$ cat config.mk
export PLATFORM = sky130hd
export DESIGN_NAME = stall_bubble_controller
export DESIGN_NICKNAME = d
export VERILOG_FILES = /design/src/rtl/stall_bubble_controller.sv
export SDC_FILE = /design/constraint.sdc
export NUM_CORES = 1
export LEC_CHECK = 0
export ABC_AREA = 1
export CAP_MARGIN = 30
export CELL_PAD_IN_SITES_DETAIL_PLACEMENT = 1
export CELL_PAD_IN_SITES_GLOBAL_PLACEMENT = 1
export CORE_MARGIN = 2
export CORE_UTILIZATION = 32
export DETAILED_ROUTE_END_ITERATION = 10
export PLACE_DENSITY_LB_ADDON = 0.1
export SYNTH_ARGS = -nofsm -noshare
export SYNTH_HDL_FRONTEND = slang
export SYNTH_SLANG_ARGS = --single-unit
$ cat constraint.sdc
create_clock -name clk -period 2.45 [get_ports clk]
set_input_delay 0.49 -clock clk [delete_from_list [all_inputs] [get_ports clk]]
set_output_delay 0.49 -clock clk [all_outputs]
set_load 0.05 [all_outputs]
$ cat src/rtl/stall_bubble_controller.sv
// stall_bubble_controller
//   Consumer end of the pipeline stall protocol. Turns the hazard detector's
//   combinational stall request into a PC/IF-ID freeze plus an ID/EX bubble.
//   It owns the IF/ID register, flushes it on a taken branch, and limits how
//   long a stall can last with a sticky watchdog. It also keeps a saturating
//   count of the stall cycles it honoured.
//
// Ports
//   clk           rising-edge clock
//   rst           asynchronous active-high reset
//   is_stall      stall request from the hazard detector (same cycle)
//   branch_taken  branch resolved taken this cycle; flush IF/ID
//   if_inst       instruction fetched this cycle
//   if_pc         PC of if_inst
//   pc_write      PC register enable (combinational)
//   ex_bubble     ID/EX loads a NOP with zeroed control this edge (combinational)
//   id_inst       IF/ID instruction (registered)
//   id_pc         IF/ID PC (registered)
//   id_valid      IF/ID holds a real instruction (registered)
//   stall_timeout sticky watchdog flag (registered)
//   stall_total   saturating count of honoured stall cycles (registered)
module stall_bubble_controller #(
    parameter int unsigned PC_WIDTH  = 16,
    parameter logic [18:0] NOP_INST  = 19'b0,
    parameter int unsigned MAX_STALL = 4
) (
    input  logic                clk,
    input  logic                rst,
    input  logic                is_stall,
    input  logic                branch_taken,
    input  logic [18:0]         if_inst,
    input  logic [PC_WIDTH-1:0] if_pc,
    output logic                pc_write,
    output logic                ex_bubble,
    output logic [18:0]         id_inst,
    output logic [PC_WIDTH-1:0] id_pc,
    output logic                id_valid,
    output logic                stall_timeout,
    output logic [15:0]         stall_total
);

    localparam logic [7:0] MaxStall = 8'(MAX_STALL);

    typedef enum logic {
        StRun,
        StFlush
    } state_e;

    state_e              state_q, state_d;
    logic [18:0]         id_inst_q, id_inst_d;
    logic [PC_WIDTH-1:0] id_pc_q, id_pc_d;
    logic                id_valid_q, id_valid_d;
    logic                timeout_q, timeout_d;
    logic [15:0]         total_q, total_d;
    logic [7:0]          consec_q, consec_d;

    logic stall_req;
    logic stall_eff;
    logic watchdog;

    always_ff @(posedge clk or posedge rst) begin
        if (rst) begin
            state_q    <= StRun;
            id_inst_q  <= NOP_INST;
            id_pc_q    <= '0;
            id_valid_q <= 1'b0;
            timeout_q  <= 1'b0;
            total_q    <= '0;
            consec_q   <= '0;
        end else begin
            state_q    <= state_d;
            id_inst_q  <= id_inst_d;
            id_pc_q    <= id_pc_d;
            id_valid_q <= id_valid_d;
            timeout_q  <= timeout_d;
            total_q    <= total_d;
            consec_q   <= consec_d;
        end
    end

    always_comb begin
        state_d    = state_q;
        id_inst_d  = id_inst_q;
        id_pc_d    = id_pc_q;
        id_valid_d = id_valid_q;
        timeout_d  = timeout_q;
        total_d    = total_q;
        consec_d   = consec_q;

        // A stall only matters when IF/ID holds a real instruction outside FLUSH;
        // a same-cycle branch drops it rather than deferring it.
        stall_req = (state_q == StRun) && is_stall && id_valid_q && !branch_taken;
        stall_eff = stall_req && (consec_q < MaxStall);
        watchdog  = stall_req && (consec_q == MaxStall);

        if (branch_taken) begin
            id_inst_d  = NOP_INST;
            id_valid_d = 1'b0;
            consec_d   = '0;
            state_d    = StFlush;
        end else if (stall_eff) begin
            consec_d = consec_q + 8'd1;
            if (total_q != 16'hFFFF) begin
                total_d = total_q + 16'd1;
            end
        end else begin
            id_inst_d  = if_inst;
            id_pc_d    = if_pc;
            id_valid_d = 1'b1;
            consec_d   = '0;
            state_d    = StRun;
            if (watchdog) begin
                timeout_d = 1'b1;
            end
        end

        // id_valid_q is already clear under reset, so only pc_write needs rst.
        pc_write  = !stall_eff && !rst;
        ex_bubble = stall_eff || !id_valid_q || rst;
    end

    assign id_inst       = id_inst_q;
    assign id_pc         = id_pc_q;
    assign id_valid      = id_valid_q;
    assign stall_timeout = timeout_q;
    assign stall_total   = total_q;

endmodule
==> results.py <==
metrics = {
    "min_path": {
        "worstHoldPathType": "reg2reg",
        "whs_path_depth": 1,
        "worstHoldStart": "consec_q[0]",
    },
    "layout": {
        "regArea_sq_um": 1551,
        "drive_above_1_share_pct": 8.647,
        "synthToLayoutAreaGrowth_pct": 46.70,
        "multiInputGateArea_sq_um": 1081,
        "nets": 488,
        "fillers": 1003,
        "antenna_cells": 0,
    },
    "clock_network": {
        "cts_root_buf": "clkbuf_8",
        "cts_hold_repair.buffers": 0,
        "clockBufferDepth": 2,
        "cts_resized": 0,
        "cts_made_buffers": 9,
        "clk_latency_ps": 330,
        "h-tree-depth": 3,
        "cts_sinks": 62,
        "clkTransAtPathRegs_ps": 70,
        "post_cts_buffers": 0,
        "cts_tree": "done",
    },
    "yosys": {
        "synth-seq-cells": 62,
        "synth_edf_count": 0,
        "yosysMostFrequentCell": "nand2_1",
        "yosysSeqAreaShare_pct": 56.01,
        "ys_async_sr_fraction_pct": 100.0,
        "synth_cells": 343,
        "synthTopCellsByArea": "dfrtp_1 (56%), nand2_1 (25%), inv_1 (3.1%)",
        "yosys_warnings": 0,
        "yosys.area.top_type": "dfrtp_1",
        "synth_area_sq_um": 2770,
        "synth_cell_types": 24,
        "yosysTopAreaCellShare_pct": 56.01,
        "avgSynthCellArea_sq_um": 8.076,
        "ys_top_cells_by_count": "nand2_1 (181), dfrtp_1 (62), inv_1 (23), nor2_1 (23), nand3_1 (8)",
        "synthFlopType": "dfrtp_1",
    },
    "global_routing": {
        "grt_max_degree": 53,
        "grt_pass1_vias": 2726,
        "grt_pass1_wl_um": 12970,
        "grt_overflow_total": 0,
        "grt_usage_pct": 16.85,
        "antenna_found_initial": 0,
    },
    "outcome": {
        "status": "finished, final reports clean",
    },
    "run": {
        "max-cap-violations": 0,
    },
    "timing": {
        "layout_min_cycle_time_ps": 2188,
        "hold_viol": 0,
        "fin_skew_ps": 9.778,
        "tightest_slew_ps": 587.0,
        "finalSetupTns_ps": 0,
        "max_freq_mhz": 457.0,
        "period_share_pct": 89.30,
        "relSlewSlack_pct": 60.81,
        "rsz0062_at_grt": "false",
        "finalSetupViolCount": 0,
        "slew_viol_final": 0,
    },
    "routing": {
        "viasPerCell": 4.484,
        "first_pass_iters": 4,
        "wirelength_um": 7460,
        "antenna_left": 0,
        "wire_per_inst_um": 13.42,
        "drt_iter0_drc": 59,
        "drc": 0,
        "vias": 2493,
    },
    "floorplanning": {
        "die_h_um": 97.04,
        "ios": 94,
        "dieArea_sq_um": 9417,
        "initial_core_util_pct": 33.38,
        "rows": 33,
        "die_x_um": 97.04,
        "core_area_sq_um": 8299,
    },
    "place": {
        "gp_congestion": 0.8044,
        "io_buffer_count": 93,
        "dp_hpwl_um": 5458,
    },
    "worst_setup_path": {
        "path_class": "in2out",
        "critPathSlowestCell": "clkdlybuf4s50_1",
        "r2r-start": "stall_total[0]",
        "setup.worst_path.start": "branch_taken",
        "r2r_cells": 9,
        "reg2reg_setup_slack_ps": 700,
        "crit_required_ps": 1960,
        "cp_data_arrival_time_ps": 1700,
        "cp-start-kind": "input pin",
        "path_cells": "clkdlybuf4s50_1 -> nor2_1 -> nand3_1 -> nor2_1 -> nor2_2 -> nand2_1 -> buf_12",
        "crit_top_cell": "nor2_1",
        "worstSetupEndpointType": "output pin",
        "max_stage_delay_ps": 540,
        "path_max_fanout": 4,
    },
    "power_and_ir_drop": {
        "leakage_nw": 1.992,
        "vdd_drop_max_mv": 0.2829,
        "powerDensity_nw_per_um2": 617.0,
        "power_w": 0.002507,
    },
}
## sequential cells by signal, summed over array words and instances (netlist names)
name,flops
id_pc,16
id_valid,1
state_q,1
stall_timeout,1
consec_q,8
id_inst,19
stall_total,16
## placed cells by master (no fill, tap or decap), drive strengths merged
| cell | Yosys | routed |
|---|---|---|
| nand4 | 3 | 3 |
| buf | 7 | 5 |
| nand3 | 9 | 9 |
| clkdlybuf4s50 | 0 | 91 |
| clkinv | 0 | 3 |
| nor3 | 2 | 2 |
| clkbuf | 1 | 12 |
| nand2 | 183 | 183 |
| nor2 | 27 | 27 |
| conb | 1 | 5 |
| o21bai | 1 | 1 |
| bufinv | 0 | 1 |
| ha | 3 | 3 |
| inv | 27 | 27 |
| xor2 | 5 | 5 |
| o21ai | 10 | 10 |
| dfrtp | 62 | 62 |
| nand3b | 2 | 2 |
## kinds of logic after synthesis
| group | Yosys count | share of synthesized area (%) |
|---|---|---|
| buffers and inverters | 35 | 5.600 |
| other | 1 | 0.1354 |
| AO/OA/AOI/OAI | 11 | 2.755 |
| adder cells (fa/ha/maj) | 3 | 1.355 |
| XOR/XNOR | 5 | 1.581 |
| AND/OR/NAND/NOR | 226 | 32.56 |
| flip-flops | 62 | 56.01 |
## final timing paths
path,endpoint
worst max-delay path,ex_bubble
worst min-delay path,consec_q[0]
worst max register to register,stall_total[1]
worst min register to register,consec_q[0]
max in group asynchronous,stall_total[2]
min in group asynchronous,stall_total[15]
## layer usage
layer | part of all wire [%] | routed length, um | vias up | track usage (%)
met1 | 45 | 3329 | 1187 | 20.94
met3 | 6.7 | 503 | 5 | 6.431
li1 | - | - | 1241 | -
met4 | 0.78 | 58 | 0 | 4.550
met2 | 48 | 3569 | 60 | 27.51
met5 | 0 | 0 | - | 0
## critical path: cells and delay by family
family                 cells  cell delay [ps]
AND/OR/NAND/NOR            5              500
buffers and inverters      2              700
## power breakdown
| group | switching [W] | total (W) | internal [W] | leakage [nW] |
|---|---|---|---|---|
| Combinational | 0.000300 | 0.000476 | 0.000176 | 1.11 |
| Clock | 0.000392 | 0.000913 | 0.000521 | 0.106 |
| Sequential | 0.0000396 | 0.00112 | 0.00108 | 0.772 |
| Total | 0.000732 | 0.00251 | 0.00178 | 1.99 |
## area by class of cell
type	instances	area share [%]
Clock inverter	4	1.108
Timing Repair Buffer	96	24.57
Sequential cell	62	38.18
Tap cell	105	3.233
Clock buffer	12	3.818
Multi-Input combinational cell	250	26.60
Inverter	27	2.494
## stage by stage
stage / instances / util [%] / worst slack (ps) / area (sq um) / hold WS (ps)
floorplan: 347 / - / 236.0 / 2788 / 432.2
global placement: 540 / 46.56 / 284.5 / 3864 / 446.9
detailed placement: 540 / 46.56 / 251.1 / 3864 / 456.0
CTS: 556 / 48.97 / 248.2 / 4064 / 465.6
global route: 556 / 48.97 / 164.3 / 4064 / 478.1
finish: 556 / 48.97 / 262.1 / 4064 / 464.5
Note: power is estimated with default switching activity, not from simulation.
==> RTL change, RTL diff (same flow settings) <==
Change the parameter `PC_WIDTH` from 16 to 20.
--- a/src/rtl/stall_bubble_controller.sv
+++ b/src/rtl/stall_bubble_controller.sv
@@ -20,7 +20,7 @@
 //   stall_timeout sticky watchdog flag (registered)
 //   stall_total   saturating count of honoured stall cycles (registered)
 module stall_bubble_controller #(
-    parameter int unsigned PC_WIDTH  = 16,
+    parameter int unsigned PC_WIDTH  = 20,
     parameter logic [18:0] NOP_INST  = 19'b0,
     parameter int unsigned MAX_STALL = 4
 ) (
Ports: changed (resized id_pc and if_pc); port bits go from 94 to 102. No check against the original RTL was run, so the function may have changed too.
==> RTL change against the original RTL <==
  * Register-to-register slack gained 0.02 ns
  * Wire length grew 12%
  * Design area rose by 6.9%
  * Setup slack better by 0.039 ns
  * Area after synthesis increased by 8.0%
  * Total power rose by 0.30%
  * Sequential cell count grew 4
  * Synthesized cell count rose by 5.2%
==> RTL change: results (changes against the original RTL) <==
| Metric | Value |
|---|---|
| Worst VDD drop | `0.254 mV (-10%)` |
| GPL Wtd Cong | `0.767 (-4.6%)` |
| Final setup viols | `0 (unchanged)` |
| Max reg flops | `20 (+1)` |
| Yosys warning count | `0 (unchanged)` |
| CTS Buf Count | `9 (unchanged)` |
| WL/cell | `14.3 um (+6.3%)` |
| Sequential-to-total area share from yosys stat | `55.2% (-0.80 points)` |
| Share of cells above drive strength 1 | `9.87% (+1.2 points)` |
| Max Cap Viol | `0 (unchanged)` |
| Total gr overflow | `0 (unchanged)` |
| Clock Path Buffers | `2 (unchanged)` |
| CP Data Arrival Time | `1.66 ns (-0.04 ns)` |
| Clock Skews | `0.00924 ns (-0.000534 ns)` |
| DRT Pass-1 Iters | `4 (unchanged)` |
| HP Class | `reg -> reg` |
| Initial DRC count | `42 (-29%)` |
| Vias in the first global route | `2848 (+4.5%)` |
| First-pass GRT wire length | `14000 um (+8.2%)` |
| Crit path max fanout | `3 (-1)` |
| Fillers | `1099 (+9.6%)` |
| Static Leak | `0.00210 uW (+5.4%)` |
| Nets | `518 (+6.1%)` |
| Mux cell area share after synthesis | `0% (unchanged)` |
| Xor/xnor share of the synthesized area | `1.46% (-0.12 points)` |
| Worst path slowest cell | `clkdlybuf4s50_1` |
| Post-CTS setup buffers | `0 (unchanged)` |
| Initial antenna violation count | `0 (unchanged)` |
| Port Buf Inserts | `101 (+8.6%)` |
| Post-place setup slack | `0.287 ns (+0.0357 ns)` |
| Async set-reset flop share out of synthesis | `100% (unchanged)` |
| Main area contributors after synthesis | `dfrtp_1 55%, nand2_1 19%, nand3_1 8.2%` |
| Worst-Skew Late Latency | `0.34 ns` |
| Compound-Gate Fraction of Synth Area | `2.09% (-0.66 points)` |
| Largest net degree at the start of global routing | `67 (+26%)` |
| Hpwl dp | `6060 um (+11%)` |
| Post-Synth Adder-Cell Area | `1.25% (-0.10 points)` |
| Slew @ Worst Pin | `0.549 ns (-0.0379 ns)` |
| Most frequent cells after synthesis | `150 x nand2_1, 66 x dfrtp_1, 49 x nand3_1` |
| CP max stage delay | `0.46 ns (-0.08 ns)` |
| GRT Util Overall | `17.8% (+0.98 points)` |
| CTS root buf | `clkbuf_8` |
| Outcome | `completed` |
| CTS clk-pin slew, worst paths | `0.07 ns (about the same)` |
| Synth cell types | `21 (-13%)` |
| Via density | `4.65 (+3.7%)` |
| Htree depth | `3 (unchanged)` |
==> RTL change: cell types whose count changed after synthesis, sizes merged <==
| cell | unedited run | this run |
|---|---|---|
| buf | 7 | 11 |
| clkbuf | 1 | 4 |
| dfrtp | 62 | 66 |
| inv | 27 | 24 |
| nand2 | 183 | 156 |
| nand3 | 9 | 49 |
| nand3b | 2 | 0 |
| nand4 | 3 | 6 |
| nor2 | 27 | 26 |
| nor3 | 2 | 1 |
| o21ai | 10 | 8 |
| o21bai | 1 | 0 |
| or2 | 0 | 1 |
==> RTL change: kinds of logic after synthesis <==
family / after synthesis
compound gates: 8
xor+xnor: 5
fa+ha+maj: 3
buf+inv: 39
flops: 66
other cells: 1
simple gates: 239
==> RTL change: area by class of cell <==
class	count	area [um^2]	area share, %
multi-input cells	260	1180	27.3
inverters	24	90.1	2.07
clock inverters	5	32.5	0.749
clock buffers	10	128	2.94
flip-flops and latches	66	1650	38.0
repair buffers	111	1120	25.7
well taps	111	139	3.20
==> RTL change: power breakdown <==
part           switching (uW)  internal, uW
registers                41.9          1150
clock network             431           358
logic                     334           201
==> RTL change: final timing paths <==
path / start / to / slack, ns / cells past startpoint
worst max-delay path: branch_taken / ex_bubble / 0.30 / 7
worst min-delay path: consec_q[0] / consec_q[0] / 0.46 / 1
worst max register to register: stall_total[0] / stall_total[9] / 0.72 / 9
worst min register to register: consec_q[0] / consec_q[0] / 0.46 / 1
max in group asynchronous: rst / id_pc[8] / 1.56 / 3
min in group asynchronous: rst / id_inst[18] / 0.61 / 3
==> RTL change: per-layer routing <==
metal  track usage, %  routed length, um  vias to the layer above
met5                0                  0                        -
li1                 -                  -                     1346
met2             27.9               3860                       63
met1             22.3               3740                     1310
met4             6.74                133                        0
met3             6.93                643                       10
==> RTL change: stage by stage <==
step / instances / utilization [%] / area, um^2 / hold WS [ns]
floorplan: 365 / - / 3010 / 0.431
global route: 587 / 47.5 / 4340 / 0.483
global placement: 572 / 45.7 / 4180 / 0.446
CTS: 587 / 47.5 / 4340 / 0.465
detailed placement: 572 / 45.7 / 4180 / 0.452
finish: 587 / 47.5 / 4340 / 0.459
==> RTL change: worst reg2reg max path, stage by stage, from the launching register on <==
cell	delay (ns)
dfrtp_1	0.42
ha_1	0.24
nand2_1	0.08
nor2_2	0.21
nand2_2	0.13
nor2_4	0.14
nor2_4	0.05
buf_4	0.21
nand2_1	0.10
nand2_1	0.06
